File: src/rtl/spike_event_logger.sv
// Spike event logger: edge-detects pre/post spike levels, timestamps them,
// queues records in a FWFT FIFO and keeps per-source and drop statistics.
module spike_event_logger #(
    parameter int unsigned TS_BITS  = 14,
    parameter int unsigned DEPTH    = 8,
    parameter int unsigned CNT_BITS = 8,
    localparam int unsigned AW      = $clog2(DEPTH),
    localparam int unsigned RW      = TS_BITS + 2
) (
    input  logic                clk,
    input  logic                reset,
    input  logic                enable,
    input  logic                pre_spike,
    input  logic                post_spike,
    output logic [RW-1:0]       rd_data,
    output logic                rd_valid,
    input  logic                rd_ready,
    output logic [AW:0]         level,
    output logic                overflow,
    input  logic                clear_stats,
    output logic [CNT_BITS-1:0] drop_count,
    output logic [CNT_BITS-1:0] pre_count,
    output logic [CNT_BITS-1:0] post_count
);

    logic               pre_q;
    logic               post_q;
    logic [TS_BITS-1:0] ts;
    logic [RW-1:0]      mem [DEPTH];
    logic [AW-1:0]      wr_ptr;
    logic [AW-1:0]      rd_ptr;
    logic [AW:0]        count;

    logic          pre_edge;
    logic          post_edge;
    logic          event_hit;
    logic          full;
    logic          pop;
    logic          push;
    logic          drop;
    logic [RW-1:0] record;

    // Event detection, record formation and FIFO push/pop/drop decisions
    always_comb begin
        pre_edge  = enable & pre_spike & ~pre_q;
        post_edge = enable & post_spike & ~post_q;
        event_hit = pre_edge | post_edge;
        record    = {post_edge, pre_edge, ts};
        full      = (count == (AW+1)'(DEPTH));
        pop       = rd_ready & (count != '0);
        push      = event_hit & (~full | pop);
        drop      = event_hit & full & ~pop;
    end

    assign rd_valid = (count != '0);
    assign rd_data  = rd_valid ? mem[rd_ptr] : '0;
    assign level    = count;

    // Edge registers follow the inputs every cycle, even when disabled
    always_ff @(posedge clk) begin
        if (reset) begin
            pre_q  <= 1'b0;
            post_q <= 1'b0;
        end else begin
            pre_q  <= pre_spike;
            post_q <= post_spike;
        end
    end

    // Free-running timestamp, frozen while disabled
    always_ff @(posedge clk) begin
        if (reset) begin
            ts <= '0;
        end else if (enable) begin
            ts <= ts + 1'b1;
        end
    end

    // FIFO storage; contents are masked at the output when empty
    always_ff @(posedge clk) begin
        if (push) begin
            mem[wr_ptr] <= record;
        end
    end

    // FIFO pointers and occupancy
    always_ff @(posedge clk) begin
        if (reset) begin
            wr_ptr <= '0;
            rd_ptr <= '0;
            count  <= '0;
        end else begin
            if (push) wr_ptr <= wr_ptr + 1'b1;
            if (pop)  rd_ptr <= rd_ptr + 1'b1;
            unique case ({push, pop})
                2'b10:   count <= count + 1'b1;
                2'b01:   count <= count - 1'b1;
                default: count <= count;
            endcase
        end
    end

    // Statistics; clear_stats overrides any same-cycle increment
    always_ff @(posedge clk) begin
        if (reset || clear_stats) begin
            overflow   <= 1'b0;
            drop_count <= '0;
            pre_count  <= '0;
            post_count <= '0;
        end else begin
            if (pre_edge)  pre_count  <= pre_count + 1'b1;
            if (post_edge) post_count <= post_count + 1'b1;
            if (drop) begin
                overflow <= 1'b1;
                if (drop_count != '1) drop_count <= drop_count + 1'b1;
            end
        end
    end

endmodule
File: config.mk
export PLATFORM = sky130hd
export DESIGN_NAME = spike_event_logger
export DESIGN_NICKNAME = d
export VERILOG_FILES = /design/src/rtl/spike_event_logger.sv
export SDC_FILE = /design/constraint.sdc
export NUM_CORES = 1
export LEC_CHECK = 0
export BUFFER_PORTS_ARGS = -buffer_cell sky130_fd_sc_hd__buf_2
export CAP_MARGIN = 20
export CORE_AREA = 2 2 119 121
export CTS_BUF_LIST = sky130_fd_sc_hd__clkbuf_2 sky130_fd_sc_hd__clkbuf_4 sky130_fd_sc_hd__clkbuf_8
export DETAILED_ROUTE_END_ITERATION = 8
export DIE_AREA = 0 0 121 123
export HOLD_SLACK_MARGIN = 0.03
export PLACE_DENSITY = 0.76
export SYNTH_ARGS = -nofsm -noshare
export SYNTH_HDL_FRONTEND = slang
export SYNTH_SLANG_ARGS = --single-unit
File: constraint.sdc
create_clock -name clk -period 3 [get_ports clk]
set_clock_uncertainty 0.2 [all_clocks]
set_input_delay 0.3 -clock clk [delete_from_list [all_inputs] [get_ports clk]]
set_output_delay 0.3 -clock clk [all_outputs]
set_load 0.02 [all_outputs]
# --- Word level (Yosys, flattened, before mapping) ---
# Memory sizes are Yosys's and may differ from the RTL's. A register that Yosys moved wholly into a read port is not among the register bits.
# Cells that the tools add are included.
classes:
  bitwise_logic: 14
  eq_ne: 4
  addsub: 8
  reduce_logical: 4
  mux: 6
ops:
  columns: ["operator", "n"]
  rows:
  - ["$add A8 B1 Y8 const B", 3]
  - ["$mux W16", 1]
  - ["$add A14 B1 Y14 const B", 1]
  - ["$and A1 B1 Y1", 8]
  - ["$ne A8 B8 Y1 const B", 1]
  - ["$pmux W4 S2", 1]
  - ["$add A3 B1 Y3 const B", 2]
  - ["$mux W3", 2]
  - ["$add A4 B1 Y4 const B", 1]
  - ["$eq A4 B4 Y1 const B", 1]
  - ["$not A1 Y1", 4]
  - ["$reduce_bool A4 Y1", 1]
  - ["$sub A4 B1 Y4 const B", 1]
  - ["$eq A2 B1 Y1 const B", 1]
  - ["$eq A2 B2 Y1 const B", 1]
  - ["$mux W1", 2]
  - ["$or A1 B1 Y1", 2]
  - ["$reduce_and A2 Y1", 1]
  - ["$reduce_bool A2 Y1", 1]
  - ["$logic_or A1 B1 Y1", 1]
totals:
  inputBits: 7
  output_inout_bits: 46
  register_bits: 51
  mem_bits_rw: 128
  n_memories: 1
  wordCells: 47
mem_list:
  columns: ["memory", "depth", "width", "read_ports", "rd_ports_with_merged_regs", "write_ports", "line_no", "text"]
  rows:
  - ["mem", 8, 16, 1, 1, 1, "29", "logic [RW-1:0] mem [DEPTH];"]

# --- Logic depth before layout (Yosys ltp) ---
# Gate-level depths: netlist (run 1).
logic_depth:
  ltp_word: 6
  mapped_depth: 12
  depth_no_buf: 11

# --- Least setup slack after synthesis (run 1) ---
# Ideal clock, no wire load.
synth_path:
  path_kind: "flip-flop to flip-flop"
  start: "register count[0] (netlist: level[0])"
  end: "memory mem[4][0] in the netlist's numbering, enable pin"
  n_path_buf: 1
  arrival_time_ns: 2.483
  path_stages_with_launch: 6
  t_required_ns: 2.391
  path_slack_ns: -0.092
  period_less_slack_ns: 3.092
  setup_ns: 0.409
  path_cell_list: "dfxtp_1 > or3_1 > buf_2 > o221ai_1 > or2_2 > nor3_1"
synth_between:
  elab_chain_len: 6
  elab_cells_between_ends: 8
  classes_between: "1 x eq/ne; 2 x mux; 4 x bitwise; 1 x reduce/logical"
synth_rtl:
  columns: ["item", "line_no", "text"]
  rows:
  - ["from (decl)", "32", "logic [AW:0] count;"]
  - ["from (signal assigned)", "96", "2'b10: count <= count + 1'b1;"]
  - ["from (signal assigned)", "97", "2'b01: count <= count - 1'b1;"]
  - ["from (signal assigned)", "98", "default: count <= count;"]
  - ["$reduce_bool A4 Y1 or $eq A4 B4 Y1 (tied branches)", "50, 49", null]
  - ["$and A1 B1 Y1 or $not A1 Y1 (tied branches)", "50, 51", null]
  - ["$or A1 B1 Y1 *", "51", "push = event_hit & (~full | pop);"]
  - ["$and A1 B1 Y1 *", "51", null]
  - ["$mux W1 *", "81", "if (push) begin"]
  - ["$mux W1 (not written as such) *", "82", "mem[wr_ptr] <= record;"]
  - ["to (decl)", "29", null]
# Mark *: on every way between the ends. The rest lies on a longest branch, timed or not.

# --- Worst setup path after layout (run 1) ---
layout_path:
  start: "input port pre_spike"
  end: "register count[3] (netlist: level[3])"
layout_between:
  elab_chain_len: 6
  elab_cells_between_ends: 8
  classes_between: "2 x eq/ne; 1 x mux; 4 x bitwise; 1 x reduce/logical"
layout_rtl:
  columns: ["item", "line_no", "text"]
  rows:
  - ["from (decl)", "13", "input logic pre_spike,"]
  - ["$and A1 B1 Y1 * (2 in series)", "45", "pre_edge = enable & pre_spike & ~pre_q;"]
  - ["$or A1 B1 Y1 *", "47", "event_hit = pre_edge | post_edge;"]
  - ["$and A1 B1 Y1 *", "51", null]
  - ["$eq A2 B1 Y1 or $eq A2 B2 Y1 (tied branches)", "95", "unique case ({push, pop})"]
  - ["$pmux W4 S2 or $reduce_bool A2 Y1 (tied branches)", null, null]
# Marks and branches as above.
# A chain may end at the register's enable or synchronous reset.

==> run_results.csv, run 1 <==
group,metric,value,unit
status,status,"completed",
worst_hold_path,hp-class,"input pin to register",
clock_network,cts_tree,"built",
drt,via_per_inst,5.583,
clock_network,clk-insertion-delay-late,0.46,ns
power_and_ir_drop,p_leak,2.897,nW
setup_path,crit_chain,"dlygate4sd3_1 > buf_2 > or2b_2 > a21oi_1 > nand2b_1 > inv_1 > ha_1 > nand3_1 > a221oi_2 > mux2i_1 > nand4_1",
placement,port_buffers,52,
timing,period_share,92.77,%
setup_path,start_kind,"input pin",
placement,dp_cells,726,
logic_synthesis,ys_types,47,
die,dieHeight,123,microns
grt,grt_pass1_wl,21.90,mm
setup_path,slowest_delay,0.52,ns
setup_path,cp_top_family,"simple AND/OR/NAND/NOR gates",
run,maxCapViolCount,0,
finish,layout_commonest_cell,"edfxtp_1",
logic_synthesis,synth-seq-cells,182,
drt,avgRoutedWirePerCell,17.64,microns
die,die_w,121,microns
clock_network,cts_buffers,17,
clock_network,cts_sinks,182,
logic_synthesis,synth_top_cell_area_share,51.76,%
drt,drtAntennaViolNets,0,
drt,dr.pass1.iters,5,
grt,overflow,0,
grt,grt_start_max_net_pins,26,
die,die_area,0.01488,sq mm
logic_synthesis,synth_area_leaders,"edfxtp_1 (52%), dfxtp_1 (15%), mux4_2 (9.7%)",
die,coreArea,0.01361,sq mm
logic_synthesis,yosysSeqAreaShare,66.32,%
clock_network,post_cts_buffers,0,
timing,fin_setup_tns,0,ns
grt,antenna_found_initial,0,
logic_synthesis,synth_area,0.007426,sq mm
setup_path,crit_fanout,4,
logic_synthesis,syn_area_per_cell,14.82,sq um
finish,final_nets,586,
grt,grt_pass1_vias,4205,
logic_synthesis,synth_largest_area_cell,"edfxtp_1",
setup_path,slowest_stage,"dlygate4sd3_1",
die,initial_core_util,54.55,%
logic_synthesis,netlist_instances,501,
power_and_ir_drop,power_density,681.5,mW/mm^2
power_and_ir_drop,peakVddDrop,0.6011,mV
logic_synthesis,synth_ff_type,"edfxtp_1",
setup_path,required,3.14,ns
logic_synthesis,synth-edff-count,128,
setup_path,critPathKind,"input pin to register",
logic_synthesis,ys.warnings.count,0,
clock_network,cts_root_buf,"clkbuf_8",
finish,final_cell_mix,"edfxtp_1 (128), nor2_1 (62), dfxtp_1 (53)",
die,io_pins,53,
logic_synthesis,synth-async-reset-ratio,0,%
finish,areaGrowthSynthToFinish,12.82,%
drt,routed_wl,13.46,mm
die,rows,43,
drt,vias,4260,
timing,finalCriticalPeriod,2.783,ns
placement,place_congestion,0.8563,
setup_path,worst-path-buf-inv,3,
clock_network,cts_max_level,4,
timing,max_slew.worst_pin.slew,0.7569,ns
finish,final_cells,763,
logic_synthesis,synth_nets,517,
timing,rsz0062_at_grt,"no",
setup_path,cp.arrival,2.93,ns
finish,diodes,0,
clock_network,cts.path.max_buffers,2,
placement,place.detailed.hpwl,8.518,mm
setup_path,worstSetupEndpointType,"register",
timing,setup_viol,0,
timing,slew_headroom,49.47,%
timing,max_freq,359.3,MHz
grt,grt.total_usage,19.69,%
drt,drc_errors,0,
drt,drt-initial-drc-count,338,
timing,final-hold-violation-count,0,
clock_network,clkTransAtPathRegs,0.09,ns
timing,slew_viol_final,0,
finish,drive_above_1_share,25.90,%
[synth_stat cells, types with 8 or more instances]
cell and count:
clkbuf_1 13, mux4_2 32, nand3_1 13, ha_1 8
nor3_1 10, mux2i_1 20, nand4_1 11, xnor2_1 9
edfxtp_1 128, nand2_1 22, a21oi_1 15, nor2_1 62
inv_1 11, xor2_1 18, dfxtp_1 54
[final cells by class]
cell class                      count  area (sq um)
Inverter                           11         41.29
Clock inverter                     13         148.9
Clock buffer                       19         249.0
Sequential cell                   182          4926
Fill cell                        1011          5234
Tap cell                          180         225.2
Timing Repair Buffer               73         442.9
Multi-Input combinational cell    285          2345
[worst paths after layout]
kind                                            startpoint                          to  slack, ns  depth (start not counted)
worst max register to register       level[0]$_SDFFE_PP0P_       level[3]$_SDFFE_PP0P_       0.24                         11
worst min-delay path                              rd_ready      rd_ptr[1]$_SDFFE_PP0N_       0.06                          4
worst min register to register  drop_count[5]$_SDFFE_PP0P_  drop_count[5]$_SDFFE_PP0P_       0.29                          2
worst max-delay path                             pre_spike       level[3]$_SDFFE_PP0P_       0.22                         11
[layer usage]
layer	GRT usage (%)	vias up	routed length, microns
li1	-	2020	-
met4	6.831	0	190
met1	26.37	2106	5862
met5	0	-	0
met2	32.55	116	6684
met3	3.875	18	720
[tightest hold or removal path, delay by kind of cell]
kind	cells	cell delay, ns
AO/OA/AOI/OAI	1	0.08
buffers and inverters	1	0.17
AND/OR/NAND/NOR	2	0.12
[state kept, by name, indices dropped and copies added, names as in the netlist, named ones only]
signal and count:
post_q 1, level 4, mem 128, pre_q 1, drop_count 8, overflow 1, wr_ptr 3, ts 14
pre_count 8, post_count 8, rd_ptr 3
[where the power goes]
| part | internal (mW) | switching, mW | total, mW |
|---|---|---|---|
| clock | 0.767 | 0.846 | 1.61 |
| sequential | 2.75 | 0.0911 | 2.84 |
| combinational | 0.520 | 0.734 | 1.25 |
| total | 4.04 | 1.67 | 5.71 |
[cells by family (layout without fill, tap and decap cells)]
family / after synthesis / after routing / synth area share, %
AOI/OAI and AO/OA: 36 / 36 / 3.100
xor gates and xnor gates: 27 / 27 / 3.185
muxes: 55 / 55 / 12.86
DFF: 182 / 182 / 66.32
and+or+nand+nor: 158 / 158 / 10.53
buffers and inverters: 34 / 116 / 2.393
adders and majority gates: 9 / 9 / 1.618
[per-stage QoR]
step | worst slack, ns | util (%) | cell area, sq um | power (mW) | hold WS (ns)
final | 0.2169 | 61.55 | 8378 | 5.709 | 0.06440
after global routing | 0.01769 | 61.55 | 8378 | 5.981 | 0.05502
after CTS | 0.1730 | 61.51 | 8373 | 5.764 | 0.03455
after detailed placement | 0.2104 | 58.22 | 7925 | 4.162 | 0.2770
after global placement | 0.3048 | 58.22 | 7925 | 4.128 | 0.2531
after floorplan | 0.02078 | - | 7437 | 3.765 | 0.2282
[repair_timing]
| item | in CTS | in global routing |
|---|---|---|
| hold buffers | 5 | 0 |
| resized for setup | 0 | 1 |
| endpoints found under the setup margin | 0 | 1 |
| hold endpoints to repair | 14 | 0 |
(Power assumes the default switching activity.)
==> inputs of run 2 (changes only) <==
--- a/config.mk
+++ b/config.mk
@@ -5,12 +5,13 @@
 export SDC_FILE = /design/constraint.sdc
 export NUM_CORES = 1
 export LEC_CHECK = 0
+export ABC_AREA = 1
 export BUFFER_PORTS_ARGS = -buffer_cell sky130_fd_sc_hd__buf_2
 export CAP_MARGIN = 20
-export CORE_AREA = 2 2 119 121
+export CORE_AREA = 2 2 121 123
 export CTS_BUF_LIST = sky130_fd_sc_hd__clkbuf_2 sky130_fd_sc_hd__clkbuf_4 sky130_fd_sc_hd__clkbuf_8
 export DETAILED_ROUTE_END_ITERATION = 8
-export DIE_AREA = 0 0 121 123
+export DIE_AREA = 0 0 123 125
 export HOLD_SLACK_MARGIN = 0.03
 export PLACE_DENSITY = 0.76
 export SYNTH_ARGS = -nofsm -noshare
==> run 2 against run 1 <==
- maximum frequency up 0.45%
- die area up 3.3%
- core utilization decreased by 0.18 points
- synthesized cell count grew 53%
- sequential share of layout area down 2.3 points
- global-route usage grew 1.5 points
- design area increased by 4.0%
- via count up 29%
- critical path type is now register to output port
- largest cell class unchanged
- largest power group unchanged
- highest routed layer unchanged
==> run_results.csv, run 2 <==
group,metric,value,unit
finish,final_nets,849,
finish,reg_top3,"mem: 128 flops, ts: 14 flops",
drt,drt-initial-drc-count,405,
timing,fin_setup_tns,0,ns
logic_synthesis,synth_compound_area_share,11.32,%
placement,place.detailed.hpwl,9.954,mm
logic_synthesis,synth-xor-area-share,1.025,%
power_and_ir_drop,p_leak,3.286,nW
logic_synthesis,synthTopCellsByCount,"nor2_1 (176), edfxtp_1 (128), o21ai_0 (121)",
timing,final-hold-violation-count,0,
setup_path,cp.arrival,2.27,ns
run,maxCapViolCount,0,
grt,grt_pass1_wl,25.35,mm
drt,routed_wl,15.51,mm
clock_network,cts_root_buf,"clkbuf_8",
finish,drive_above_1_share,15.37,%
drt,drtAntennaViolNets,0,
setup_path,slowest_delay,0.45,ns
clock_network,cts.path.max_buffers,2,
placement,port_buffers,52,
finish,diodes,0,
timing,finalCriticalPeriod,2.771,ns
clock_network,clkTransAtPathRegs,0.09,ns
logic_synthesis,synthMuxAreaShare,0,%
timing,rsz0062_at_grt,"no",
timing,setup_viol,0,
die,coreArea,0.01420,sq mm
status,status,"completed",
setup_path,required,2.50,ns
worst_hold_path,hp-class,"input pin to register",
logic_synthesis,synth-seq-cells,182,
setup_path,worst-path-buf-inv,3,
timing,max_slew.worst_pin.slew,0.6809,ns
grt,grt.total_usage,21.22,%
die,initial_core_util,54.15,%
logic_synthesis,synth_area,0.007691,sq mm
logic_synthesis,syn_area_per_cell,10.04,sq um
grt,overflow,0,
drt,avgRoutedWirePerCell,15.06,microns
setup_path,start_kind,"register",
power_and_ir_drop,power_density,776.7,mW/mm^2
logic_synthesis,netlist_instances,766,
logic_synthesis,synth_nets,782,
finish,layout_commonest_cell,"nor2_1",
logic_synthesis,synth_fa_ha_area_share,1.562,%
logic_synthesis,synth_most_common_cell,"nor2_1",
logic_synthesis,synth_top_cell_area_share,49.98,%
logic_synthesis,yosysSeqAreaShare,64.03,%
logic_synthesis,ys.warnings.count,0,
logic_synthesis,synth_ff_type,"edfxtp_1",
logic_synthesis,synth-edff-count,128,
finish,largest_reg_flops,128,
logic_synthesis,synth-async-reset-ratio,0,%
grt,grt_start_max_net_pins,65,
setup_path,worstSetupEndpointType,"output port",
die,die_area,0.01538,sq mm
setup_path,critPathKind,"register to output port",
die,rows,44,
clock_network,cts_max_level,4,
drt,vias,5500,
placement,place_congestion,0.7797,
logic_synthesis,synth_largest_area_cell,"edfxtp_1",
timing,period_share,92.36,%
grt,grt_pass1_vias,5142,
drt,via_per_inst,5.340,
power_and_ir_drop,power,6.771,mW
timing,max_freq,360.9,MHz
drt,drc_errors,0,
setup_path,r2r_slack,0.57,ns
drt,dr.pass1.iters,5,
clock_network,cts_sinks,182,
clock_network,clk-insertion-delay-late,0.45,ns
setup_path,slowest_stage,"inv_2",
die,dieHeight,125,microns
power_and_ir_drop,peakVddDrop,0.3159,mV
logic_synthesis,synth_area_leaders,"edfxtp_1 (50%), dfxtp_1 (14%), nor2_1 (8.6%)",
logic_synthesis,ys_types,35,
die,die_w,123,microns
setup_path,crit_chain,"inv_2 > buf_4 > nor2_1 > o21ai_0 > o21ai_0 > nor2_1 > buf_2",
finish,areaGrowthSynthToFinish,13.34,%
setup_path,crit_fanout,37,
finish,final_cell_mix,"nor2_1 (176), edfxtp_1 (128), o21ai_0 (121)",
timing,slew_headroom,54.61,%
logic_synthesis,synth_simple_gate_area_share,17.83,%
setup_path,cp_top_family,"buffers and inverters",
finish,max_flop_register,"mem",
clock_network,cts_buffers,17,
logic_synthesis,synth_top_family_by_area,"simple AND/OR/NAND/NOR gates",
grt,antenna_found_initial,0,
clock_network,cts_tree,"built",
finish,fillers,1158,
clock_network,post_cts_buffers,0,
timing,slew_viol_final,0,
die,io_pins,53,
==> run 2: changes by cell type after synthesis, moves of 7 or more <==
cell	before	now
a21oi_1	15	35
inv_1	11	50
mux2i_1	20	0
mux4_2	32	0
nand2_1	22	83
nand2_2	0	8
nor2_1	62	176
o21ai_0	7	121
o21ai_1	0	9
or3_1	7	0
xor2_1	18	6
==> run 2: tightest hold or removal path, cell delays in order <==
cell and delay (ns):
buf_2 0.10, nand2_1 0.11, inv_2 0.13, a21oi_1 0.08
==> run 2: layer usage <==
metal	track usage [%]	vias to the layer above	routed length [microns]
met2	33.90	165	7466
li1	-	2729	-
met1	29.47	2587	6864
met4	7.420	0	242
met5	0	-	0
met3	3.604	19	936
==> run 2: metrics by stage <==
| step | hold WS, ns | setup slack, ns | cell area, sq um | instances | utilization, % |
|---|---|---|---|---|---|
| after global placement | 0.2383 | 0.6173 | 8185 | 991 | 57.63 |
| after global routing | 0.1204 | 0.05655 | 8717 | 1030 | 61.37 |
| after CTS | 0.07559 | 0.2330 | 8717 | 1030 | 61.37 |
| after floorplan | 0.2070 | 0.7374 | 7691 | 766 | - |
| final | 0.1112 | 0.2293 | 8717 | 1030 | 61.37 |
| after detailed placement | 0.2461 | 0.5909 | 8185 | 991 | 57.63 |
==> run 2: where the power goes <==
group / leakage, nW / switching, mW / internal [mW] / total, mW
Clock: 0.246 / 0.804 / 1.06 / 1.86
Combinational: 1.37 / 1.36 / 0.626 / 1.99
Sequential: 1.68 / 0.138 / 2.78 / 2.92
Total: 3.29 / 2.30 / 4.47 / 6.77
==> run 2: final cells by class <==
cell class	instances	area (sq um)	share of cell area, %
inverters	53	198.9	2.282
clock buffers	21	282.8	3.244
well taps	184	230.2	2.641
clock inverters	11	178.9	2.053
flip-flops and latches	182	4927	56.52
multi-input cells	503	2441	28.00
repair buffers	76	457.9	5.253
==> run 2: cells by family (layout without fill, tap and decap cells) <==
group,count (synthesis),in the layout
simple gates,315,315
compound gates,170,170
xor+xnor,9,9
fa+ha+maj,9,9
flops,182,182
buf+inv,81,161
==> run 2: final timing paths <==
check | from | endpoint | cells after the start
worst max-delay path | register | rd_data[10] | 7
worst min register to register | overflow$_SDFFE_PP0P_ | overflow$_SDFFE_PP0P_ | 2
worst max register to register | level[3]$_SDFFE_PP0P_ | level[3]$_SDFFE_PP0P_ | 15
worst min-delay path | rd_ready | register | 4
==> run 2: repair_timing <==
item                      4_1_cts  5_1_grt
hold endpoints to repair       19        0
hold buffers                    7        0
gates resized for setup         0        0
==> inputs of run 3 (changes only) <==
--- a/config.mk
+++ b/config.mk
@@ -12,6 +12,7 @@
 export CTS_BUF_LIST = sky130_fd_sc_hd__clkbuf_2 sky130_fd_sc_hd__clkbuf_4 sky130_fd_sc_hd__clkbuf_8
 export DETAILED_ROUTE_END_ITERATION = 8
 export DIE_AREA = 0 0 123 125
+export GPL_TIMING_DRIVEN = 0
 export HOLD_SLACK_MARGIN = 0.03
 export PLACE_DENSITY = 0.76
 export SYNTH_ARGS = -nofsm -noshare
==> run 3 against run 2 <==
- design area down 0.46%
- count of clock-buffer cells in the layout down 4
- sequential power down 2%
- clock power down 13%
- critical path depth unchanged
- maximum frequency down 0.55%
- worst setup slack worse by 0.015 ns
- via count up 2.9%
- critical path type unchanged
- register-to-register slack worse by 0.07 ns
- core utilization down 0.28 points
- power down 1.6%
- highest routed layer unchanged
- cell count up 1.5%
==> run_results.csv, run 3 (same netlist as run 2, synthesis figures left out) <==
group,metric,value,unit
status,status,"completed",
run,maxCapViolCount,0,
setup_path,crit_fanout,10,
drt,drc_errors,0,
clock_network,post_cts_resized,0,
setup_path,cp.arrival,2.29,ns
timing,max_slew.worst_pin.slew,0.9420,ns
power_and_ir_drop,p_leak,3.233,nW
timing,slew_headroom,37.13,%
placement,port_buffers,52,
grt,grt_pass1_vias,5405,
timing,rsz0062_at_grt,"no",
timing,period_share,92.87,%
setup_path,cp.depth,7,
grt,grt.total_usage,22.54,%
setup_path,r2r_slack,0.50,ns
grt,grt_start_max_net_pins,17,
timing,slew_viol_final,0,
drt,drtAntennaViolNets,0,
die,coreArea,0.01420,sq mm
finish,drive_above_1_share,14.87,%
grt,overflow,0,
drt,vias,5657,
finish,layout_commonest_cell,"nor2_1",
clock_network,cts_max_level,4,
placement,place_congestion,0.8054,
die,io_pins,53,
power_and_ir_drop,p_sw_share,37.33,%
drt,avgRoutedWirePerCell,15.77,microns
finish,areaGrowthSynthToFinish,12.82,%
timing,final-hold-violation-count,0,
timing,fin_setup_tns,0,ns
placement,dpl_worst_slack,0.4823,ns
clock_network,clk-insertion-delay-late,0.46,ns
finish,fin_area,0.008677,sq mm
drt,via_per_inst,5.413,
setup_path,worst-path-buf-inv,3,
clock_network,cts_tree,"built",
setup_path,cp_top_family,"buffers and inverters",
clock_network,cts_root_buf,"clkbuf_8",
power_and_ir_drop,power_density,767.4,mW/mm^2
grt,antenna_found_initial,0,
drt,drt-initial-drc-count,541,
timing,max_freq,358.9,MHz
grt,grt_pass1_wl,26.54,mm
clock_network,cts_sinks,182,
worst_hold_path,hp-class,"input pin to register",
clock_network,cts.path.max_buffers,2,
power_and_ir_drop,internal-power,4.173,mW
drt,routed_wl,16.48,mm
setup_path,rr_endpoint,"mem[6][2]$_DFFE_PP_",
die,die_w,123,microns
clock_network,clkTransAtPathRegs,0.09,ns
worst_hold_path,holdCritStartpoint,"reset",
timing,setup_viol,0,
placement,place.detailed.hpwl,11.03,mm
finish,final_util,61.09,%
die,dieHeight,125,microns
finish,final_cell_mix,"nor2_1 (173), edfxtp_1 (128), o21ai_0 (121)",
timing,finalCriticalPeriod,2.786,ns
die,rows,44,
setup_path,crit_path_end,"rd_data[13]",
power_and_ir_drop,seq_power_share,43.0,%
placement,dpl_cell_area,0.008242,sq mm
power_and_ir_drop,pwr-share-comb,32.7,%
clock_network,cts_buffers,17,
setup_path,critPathKind,"register to output port",
setup_path,slowest_stage,"clkbuf_1",
finish,reg_top3,"mem: 128 flops, ts: 14 flops",
timing,worst_slack,0.2140,ns
setup_path,r2r-start,"post_q$_SDFF_PP0_",
finish,fillers,1164,
setup_path,r2r_cells,7,
power_and_ir_drop,switchingPower,2.486,mW
finish,diodes,0,
die,initial_core_util,54.15,%
setup_path,start_kind,"register",
drt,dr.pass1.iters,5,
die,die_area,0.01538,sq mm
setup_path,slowest_delay,0.51,ns
power_and_ir_drop,peakVddDrop,0.2952,mV
power_and_ir_drop,pwr-share-clk,24.4,%
finish,final_nets,864,
setup_path,crit_chain,"inv_2 > clkbuf_1 > nor2_1 > o21ai_0 > o21ai_0 > nor2_1 > buf_2",
finish,largest_reg_flops,128,
setup_path,worstSetupEndpointType,"output port",
setup_path,required,2.50,ns
power_and_ir_drop,power,6.659,mW
finish,max_flop_register,"mem",
-- run 3: worst min-delay path: stages --
cell	delay, ns
buf_2	0.09
nor2_2	0.04
inv_1	0.17
a21oi_1	0.06
-- run 3: area by class of cell --
type | instances | area, sq um | area share, %
clock buffer | 17 | 234.0 | 2.696
clock inverter | 15 | 151.4 | 1.745
buffer | 28 | 126.4 | 1.456
timing repair buffer | 63 | 362.8 | 4.182
tap | 184 | 230.2 | 2.653
inverter | 53 | 198.9 | 2.293
sequential | 182 | 4925 | 56.76
multi-input combinational | 503 | 2449 | 28.22
-- run 3: how the worst min path moves through the flow --
stage,cells past startpoint,to
CTS,4,pre_count[7]$_SDFFE_PP0P_
floorplan,2,post_q$_SDFF_PP0_
global placement,2,overflow$_SDFFE_PP0P_
global route,4,pre_count[7]$_SDFFE_PP0P_
finish,4,pre_count[7]$_SDFFE_PP0P_
detailed placement,2,overflow$_SDFFE_PP0P_
-- run 3: what timing repair did --
item                                   CTS  global route
setup buffers                            0             0
endpoints found under the hold margin   12             0
hold buffers                             5             0
-- run 3: stage by stage --
step                instances  hold WS [ns]
CTS                      1045       0.03096
global placement         1002        0.2339
detailed placement       1008        0.2402
global route             1045       0.08724
floorplan                 766        0.2070
finish                   1045       0.04863
-- run 3: power by group through the flow --
stage | combinational, mW | clock, mW | sequential, mW
floorplan | 1.43 | 0 | 2.94
global placement | 2.08 | 0 | 2.92
detailed placement | 2.14 | 0 | 2.92
CTS | 2.17 | 1.64 | 2.86
global route | 2.44 | 1.73 | 2.88
finish | 2.18 | 1.62 | 2.86
-- run 3: per-layer routing --
metal  vias up  GRT usage [%]  wire, microns
met2       166          36.89           8009
met4         0          8.021            311
li1       2768              -              -
met1      2694          29.93           7154
met3        29          4.562           1003
met5         -              0              0
